`config.mk`:
```
export PLATFORM = sky130hd
export DESIGN_NAME = mem_stage
export DESIGN_NICKNAME = d
export VERILOG_FILES = /design/src/rtl/rv32_pkg.sv /design/src/rtl/lsu_align.sv /design/src/rtl/mem_stage.sv
export SDC_FILE = /design/constraint.sdc
export NUM_CORES = 1
export LEC_CHECK = 0
export ABC_AREA = 1
export ABC_CLOCK_PERIOD_IN_PS = 6100
export CAP_MARGIN = 15
export CORE_AREA = 2 2 175 177
export CTS_CLUSTER_DIAMETER = 200
export CTS_CLUSTER_SIZE = 25
export DETAILED_ROUTE_END_ITERATION = 12
export DIE_AREA = 0 0 177 179
export GPL_TIMING_DRIVEN = 0
export PLACE_DENSITY = 0.61
export SLEW_MARGIN = 20
export SYNTH_ARGS = -nofsm -noshare
export SYNTH_HDL_FRONTEND = slang
export SYNTH_HIERARCHICAL = 1
export SYNTH_SLANG_ARGS = --single-unit
```
`constraint.sdc`:
```
create_clock -name clk -period 6.1 [get_ports clk]
set_input_delay 0.915 -clock clk [delete_from_list [all_inputs] [get_ports clk]]
set_output_delay 0.915 -clock clk [all_outputs]
set_load 0.005 [all_outputs]
```
`src/rtl/rv32_pkg.sv`:
```
// Shared RV32I load/store definitions for the memory-access stage:
// funct3 codes, MEM-stage FSM encodings and the MEM/WB register layout.
package rv32_pkg;

    localparam logic [2:0] LB  = 3'b000;
    localparam logic [2:0] LH  = 3'b001;
    localparam logic [2:0] LW  = 3'b010;
    localparam logic [2:0] LBU = 3'b100;
    localparam logic [2:0] LHU = 3'b101;
    localparam logic [2:0] SB  = 3'b000;
    localparam logic [2:0] SH  = 3'b001;
    localparam logic [2:0] SW  = 3'b010;

    localparam logic [0:0] IDLE = 1'b0;
    localparam logic [0:0] WAIT = 1'b1;

    typedef struct packed {
        logic        reg_write;
        logic [2:0]  result_src;
        logic [4:0]  rd;
        logic [31:0] alu_result;
        logic [31:0] read_data;
        logic [31:0] imm_ext;
        logic [31:0] pc_target;
        logic [31:0] pc4;
    } mem_wb_t;

endpackage

```
`src/rtl/lsu_align.sv`:
```
// Combinational load/store lane handling: byte enables, store lane
// replication, load byte/half extraction with sign/zero extension, misalign.
module lsu_align
    import rv32_pkg::*;
(
    input  logic [2:0]  mode,
    input  logic [1:0]  addr_lo,
    input  logic [31:0] store_data,
    input  logic [31:0] load_word,
    output logic [3:0]  be,
    output logic [31:0] wdata,
    output logic [31:0] load_data,
    output logic        misalign
);

    logic [31:0] byte_sh;
    logic [31:0] half_sh;

    always_comb begin
        byte_sh   = load_word >> {addr_lo, 3'b000};
        half_sh   = load_word >> {addr_lo[1], 4'b0000};
        be        = 4'b1111;
        wdata     = store_data;
        load_data = load_word;
        misalign  = ((mode[1:0] == 2'b01) && addr_lo[0]) ||
                    ((mode[1:0] == 2'b10) && (addr_lo != 2'b00));

        // Reserved codes fall through to full-word lanes and LW semantics.
        case (mode)
            LB, LBU: begin
                be        = 4'b0001 << addr_lo;
                wdata     = {4{store_data[7:0]}};
                load_data = mode[2] ? {24'b0, byte_sh[7:0]}
                                    : {{24{byte_sh[7]}}, byte_sh[7:0]};
            end
            LH, LHU: begin
                be        = 4'b0011 << {addr_lo[1], 1'b0};
                wdata     = {2{store_data[15:0]}};
                load_data = mode[2] ? {16'b0, half_sh[15:0]}
                                    : {{16{half_sh[15]}}, half_sh[15:0]};
            end
            default: ;
        endcase
    end

endmodule

```
`src/rtl/mem_stage.sv`:
```
// RV32I memory-access stage: req/ack data-memory master with wait-state
// stall and optional timeout, plus the MEM/WB pipeline register.
module mem_stage
    import rv32_pkg::*;
#(
    parameter int unsigned TIMEOUT = 16,
    parameter int unsigned ADDR_W  = 32
) (
    input  logic              clk,
    input  logic              rst,
    input  logic              regWrite_M,
    input  logic              memWrite_M,
    input  logic              memRead_M,
    input  logic [2:0]        resultScr_M,
    input  logic [2:0]        mode_M,
    input  logic [4:0]        rd_M,
    input  logic [31:0]       ALURuslt_M,
    input  logic [31:0]       write_Data_M,
    input  logic [31:0]       imm_extended_M,
    input  logic [31:0]       PC_target_mux_M,
    input  logic [31:0]       pc4_M,
    output logic              dmem_req,
    output logic              dmem_we,
    output logic [ADDR_W-1:0] dmem_addr,
    output logic [3:0]        dmem_be,
    output logic [31:0]       dmem_wdata,
    input  logic              dmem_ack,
    input  logic [31:0]       dmem_rdata,
    output logic              stall_M,
    output logic              misalign_M,
    output logic              bus_err_M,
    output logic              regWrite_W,
    output logic [2:0]        resultScr_W,
    output logic [4:0]        rd_W,
    output logic [31:0]       ALUResult_W,
    output logic [31:0]       ReadData_W,
    output logic [31:0]       imm_extended_W,
    output logic [31:0]       PC_target_W,
    output logic [31:0]       pc4_W
);

    localparam int unsigned CNT_W = (TIMEOUT > 2) ? $clog2(TIMEOUT) : 1;

    logic [0:0]       state_q, state_d;
    logic [CNT_W-1:0] cnt_q, cnt_d;
    mem_wb_t          wb_q, wb_d;
    mem_wb_t          m_pass;
    logic             access;
    logic             misalign;
    logic [31:0]      load_data;
    logic             tmo_hit;

    lsu_align u_lsu_align (
        .mode       (mode_M),
        .addr_lo    (ALURuslt_M[1:0]),
        .store_data (write_Data_M),
        .load_word  (dmem_rdata),
        .be         (dmem_be),
        .wdata      (dmem_wdata),
        .load_data  (load_data),
        .misalign   (misalign)
    );

    assign access    = memRead_M | memWrite_M;
    assign dmem_we   = memWrite_M;
    assign dmem_addr = {ALURuslt_M[ADDR_W-1:2], 2'b00};
    assign tmo_hit   = (TIMEOUT != 0) && (cnt_q == CNT_W'(TIMEOUT - 1));

    always_comb begin
        m_pass            = '0;
        m_pass.reg_write  = regWrite_M;
        m_pass.result_src = resultScr_M;
        m_pass.rd         = rd_M;
        m_pass.alu_result = ALURuslt_M;
        m_pass.imm_ext    = imm_extended_M;
        m_pass.pc_target  = PC_target_mux_M;
        m_pass.pc4        = pc4_M;
    end

    // Outputs are gated by rst so an in-flight request drops immediately.
    always_comb begin
        state_d    = state_q;
        cnt_d      = cnt_q;
        wb_d       = '0;
        dmem_req   = 1'b0;
        stall_M    = 1'b0;
        misalign_M = 1'b0;
        bus_err_M  = 1'b0;
        if (!rst) begin
            case (state_q)
                IDLE: begin
                    if (!access) begin
                        wb_d = m_pass;
                    end else if (misalign) begin
                        misalign_M = 1'b1;
                    end else begin
                        dmem_req = 1'b1;
                        if (dmem_ack) begin
                            wb_d           = m_pass;
                            wb_d.read_data = load_data;
                        end else begin
                            stall_M = 1'b1;
                            cnt_d   = '0;
                            state_d = WAIT;
                        end
                    end
                end
                default: begin
                    dmem_req = 1'b1;
                    cnt_d    = cnt_q + 1'b1;
                    if (dmem_ack) begin
                        wb_d           = m_pass;
                        wb_d.read_data = load_data;
                        state_d        = IDLE;
                    end else if (tmo_hit) begin
                        bus_err_M = 1'b1;
                        state_d   = IDLE;
                    end else begin
                        stall_M = 1'b1;
                    end
                end
            endcase
        end
    end

    always_ff @(posedge clk or posedge rst) begin
        if (rst) begin
            state_q <= IDLE;
            cnt_q   <= '0;
            wb_q    <= '0;
        end else begin
            state_q <= state_d;
            cnt_q   <= cnt_d;
            wb_q    <= wb_d;
        end
    end

    assign regWrite_W     = wb_q.reg_write;
    assign resultScr_W    = wb_q.result_src;
    assign rd_W           = wb_q.rd;
    assign ALUResult_W    = wb_q.alu_result;
    assign ReadData_W     = wb_q.read_data;
    assign imm_extended_W = wb_q.imm_ext;
    assign PC_target_W    = wb_q.pc_target;
    assign pc4_W          = wb_q.pc4;

endmodule

```
Word-level counts from Yosys, hierarchy flattened
Cells that the tools add are included.

cells by class
  $add $sub $neg = 1
  equality and inequality tests = 8
  shift-type cells = 4
  mux-type cells = 33
  bitwise logic cells = 2
  reductions and logical operators = 9

operators by type and width
  kind                                              count
  2-to-1 mux 169 bit                                5
  case mux 32 bit (2 select lines)                  2
  2-to-1 mux 32 bit                                 2
  >> shifter 32 x 5 -> 16 bit                       1
  >> shifter 32 x 5 -> 8 bit                        1
  2-to-1 mux 1 bit                                  19
  2-to-1 mux 4 bit                                  4
  case mux 4 bit (2 select lines)                   1
  == test 3 bit (second input constant)             2
  adder 4 x 1 -> 4 bit (second input constant)      1
  == test 4 bit (second input constant)             1
  AND reduction 4 bit                               1
  nonzero test 2 bit                                2
  OR reduction 2 bit                                2
  left shift 1 x 2 -> 4 bit (first input constant)  1
  left shift 2 x 2 -> 4 bit (first input constant)  1
  == test 3 x 1 -> 1 bit (second input constant)    1
  zero test 3 bit                                   1
  == test 2 x 1 -> 1 bit (second input constant)    1
  == test 2 bit (second input constant)             1
  logical AND 1 bit                                 2
  != test 2 x 1 -> 1 bit (second input constant)    1
  != test 2 bit (second input constant)             1
  logical OR 1 bit                                  1
  2 further kinds                                   2

word-level totals
  register bits = 174
  input port bits = 209
  logic and storage cells = 67

Logic depth before layout (Yosys ltp)
  word-level depth = 8
  depth in mapped cells = 10
  depth with buffers taken out = 9

Cells and area by module
Netlist, hierarchy kept.

modules (own cells, without submodules)
  module     times used  cells an instance  area each (um^2)  sequential area each (um^2)
  mem_stage  1           492                6133.4            4354.2
  lsu_align  1           235                1073.5            0.0

Worst setup path before layout
No wires, ideal clock.

  kind = in2reg
  start point = input rst
  end point = register cnt_q[0]
  arrival time = 5.024 ns
  path slack = 0.935 ns
  stages on the path = 4
  buffers on the path = 0
  path through = inv_1 nand2_1 nor2_1 a21oi_1

between the ends
  word-level cells in the longest chain between the ends = 2

RTL lines
  item                           RTL line          text
  start: declaration             mem_stage.sv:10   input logic rst,
  NOT 1 bit (no line)            n/a
  AND reduction 4 bit (no line)  n/a
  end signal: assignment         mem_stage.sv:133  cnt_q <= cnt_d;
  end: declaration               mem_stage.sv:45   logic [CNT_W-1:0] cnt_q, cnt_d;

Every way passes these cells.
A chain may end at the register's enable or synchronous reset.

Worst setup path in the final report
  start point = input mode_M[0]
  end point = output stall_M

between the ends
  word-level cells in the longest chain between the ends = 7
  elaborated cells on any way between the ends = 9
  those cells by class = eq/ne (2); mux (4); reduce/logical (3)

RTL lines
  item                                                            RTL line                          text
  start: declaration                                              mem_stage.sv:15                   input logic [2:0] mode_M,
  == test 2 x 1 -> 1 bit / == test 2 bit (equally long branches)  lsu_align.sv:25, lsu_align.sv:26
  logical AND 1 bit (on tied branches)                            lsu_align.sv:25, lsu_align.sv:26
  logical OR 1 bit (*)                                            lsu_align.sv:25                   misalign = ((mode[1:0] == 2'b01) && addr_lo[0]) ||
  net misalign                                                    mem_stage.sv:49                   logic misalign;
  2-to-1 mux 1 bit (*)                                            mem_stage.sv:94                   end else if (misalign) begin
  2-to-1 mux 1 bit (*)                                            mem_stage.sv:92                   if (!access) begin
  2-to-1 mux 1 bit (*)                                            mem_stage.sv:90                   case (state_q)
  2-to-1 mux 1 bit (*)                                            mem_stage.sv:89                   if (!rst) begin
  end: declaration                                                mem_stage.sv:29                   output logic stall_M,

The timed path passes the listed nets; every way through them passes the cells marked *.

==> metrics.md <==
| Metric | Value |
|---|---|
| Min-delay src | cnt_q[0] |
| RSZ-0062 raised after global routing | false |
| Worst R2R Start | state_q |
| Largest net degree at the start of global routing | 92 |
| Layout Area Growth over Synthesis | 78.3% |
| I/O pins | 451 |
| Critical Path End Type | output port |
| Initial antenna violation count | 1 |
| Routed wire length | 27.7 mm |
| Vias in the first global route | 6,791 |
| Hold Path Class | register to register |
| Die height | 179 µm |
| Max_cap viols | 0 |
| Resized cells post-CTS | 0 |
| Worst Tran Pin Value | 0.768 ns |
| Crit path cell chain | clkdlybuf4s50_1, inv_2, nor2_4, inv_1, o21ai_0, a21oi_1, nand2_1, nor2_1, nand2_1, inv_1, clkdlybuf4s50_1 |
| WS Path Type | input pin to output port |
| Initial DRC Count | 218 |
| Status | finished clean |
| Final setup vio count | 0 |
| Hold-fix buffers, CTS | 0 |
| Core Region | 30,000 µm² |
| DR top layer | met4 |
| H-tree depth | 4 |
| Layout cells sized above 1 | 11.3% |
| EDFF count, synth | 0 |
| Chip width | 177 µm |
| Post-synth top cells | 174 x dfrtp_1, 155 x nand2_1, 137 x and3_1 |
| Synth Register Bits | 174 |
| Routed Antenna Nets | 0 |
| CTS Root Cell | clkbuf_16 |
| Post-detail-place hpwl | 21.8 mm |
| Synth Instances | 727 |
| Power per Cell Area | 237 nW/µm² |
| Most common cell in the netlist | dfrtp_1 |
| Top-area cell type share of the netlist area | 60.4% |
| Met2 wire length | 14.6 mm |
| Yosys warnings | 6 |
| Reg2reg end | imm_extended_W[12] |
| Port Buffers | 448 |
| Utilization after layout | 42.8% |
| Wirelength per Cell | 17.2 µm |
| Post-synthesis async set-or-reset flop share | 100% |
| Worst Skew | 0.00621 ns |
| Max Buffers Root-to-Sink | 2 |
| Grt total ovfl | 0 |
| Relative slew slack | 48.3% |
| First-pass GRT wire length | 39.7 mm |
| Fmax | 224 MHz |
| Worst endpoint required time | 5.18 ns |
| Clock tree from TritonCTS | done |
| Final critical-path required period | 4.46 ns |
| 1st-pass router iterations | 5 |
| Skew-Pair Late Insertion Delay | 0.42 ns |
| Setup TNS Final | 0 ns |
| Worst Setup SP | mode_M[0] |
| # rows | 64 |
| Fin. Hold Viols | 0 |
| Via count | 6,758 |
| Arrival time worst endpoint | 3.54 ns |
| Synth cell types | 25 |
| Clock Pin Slew Worst Setup and Hold Paths | 0.06 ns |
| Met1 WL | 10.0 mm |
| Post-synth top area cell | dfrtp_1 |
| DR WL met3 | 2.34 mm |
| Final #Nets | 1,406 |
| Die footprint | 31,700 µm² |
| Postcts setup bufs | 0 |
| Routability-driven placement congestion ratio | 0.876 |
| Ys flop type | dfrtp_1 |
| Vias per Instance | 4.21 |
| DRC | 0 |
| Gr usage total | 16.9% |
| Min-Delay Endpoint | cnt_q[0] |
| Hold-critical path depth | 1 |
| Syn_area_per_cell | 9.91 µm² |
| Top cells by area, synth | dfrtp_1 60%, and3_1 12%, nand2_1 8.1%, buf_4 5.1%, nand3_1 3.5% |
| TritonCTS Buffers | 17 |
| Critical path launch point type | input pin |
| Static Leakage | 6.41 nW |
| # clock sinks | 174 |
| R2R cell count | 6 |
| Starting Density | 24.0% |
| Tcrit/Tclk final | 73.1% |
| Slowest cell on crit path | o21ai_0 |
| Pins Over Slew Limit | 0 |
| Flop-to-flop setup slack | 4.20 ns |
| VDD IR max | 0.182 mV |
| Post-synthesis sequential area ratio | 60.4% |
| Critical path fanouts, max | 7 |
| Post-Syn Area | 7210 µm² |
| Slowest Stage Delay on Critical Path | 0.65 ns |
## cell type report
type	count	area (µm²)
Fill cell	2934	17200
Tap cell	396	495
Inverter	55	214
Sequential cell	174	4350
Buffer	85	574
Clock inverter	13	180
Timing Repair Buffer	449	4510
Multi-Input combinational cell	414	2080
Clock buffer	18	439
Antenna cell	1	2.50
## critical path: cells and delay by family
family / cells / cell delay (ns)
compound gates: 2 / 0.84
buf+inv: 5 / 1.34
simple gates: 4 / 0.44
## cell usage in the layout, fill, tap and decap left out, types with 8 or more instances in the layout
cell type        count
and3_1             137
buf_2               27
buf_4               49
clkbuf_16           17
clkdlybuf4s50_1    448
dfrtp_1            174
inv_1               48
nand2_1            155
nand3_1             50
nor2_1              30
nor2_2              10
o21ai_0              8
## flip-flops by register name, indices dropped and copies added, names as in the netlist
signal,count
ALUResult_W,32
PC_target_W,32
ReadData_W,32
cnt_q,4
imm_extended_W,32
pc4_W,32
rd_W,5
regWrite_W,1
resultScr_W,3
state_q,1
## kinds of logic after synthesis
group | count (synthesis) | share of synthesized area (%)
simple gates | 393 | 27.1
fa+ha+maj | 1 | 0.174
compound gates | 18 | 1.42
buf+inv | 140 | 10.8
other cells | 1 | 0.0520
flops | 174 | 60.4
## metal layers
layer	vias up	GRT usage, %
li1	3228	-
met1	3167	17.9
met2	330	31.3
met3	33	5.36
met4	0	6.20
met5	-	0
## through the flow
| stage | cell area [µm²] | instances | setup slack, ns | power (mW) | hold WS (ns) |
|---|---|---|---|---|---|
| global placement | 12200 | 1572 | -2.41 | 1.92 | 0.511 |
| finish | 12800 | 1605 | 1.64 | 3.05 | 0.534 |
| CTS | 12800 | 1604 | 1.55 | 3.09 | 0.539 |
| global route | 12800 | 1605 | 1.45 | 3.20 | 0.560 |
| detailed placement | 12200 | 1573 | 1.55 | 1.92 | 0.528 |
| floorplan | 7210 | 728 | 0.412 | 1.50 | 0.490 |
## where the power goes
group | total (mW) | leakage [nW] | internal, mW | switching, mW
Clock | 1.15 | 0.306 | 0.665 | 0.486
Sequential | 1.26 | 2.34 | 1.23 | 0.0287
Combinational | 0.640 | 3.76 | 0.377 | 0.263
## how the worst max path moves through the flow
stage	cells after the start	endpoint	slack, ns
floorplan	1	ALUResult_W[0]	0.41
global placement	2	ALUResult_W[9]	-2.41
detailed placement	11	stall_M	1.55
CTS	11	stall_M	1.55
global route	11	stall_M	1.45
finish	11	stall_M	1.64
Power figures use the tool's default switching activity.
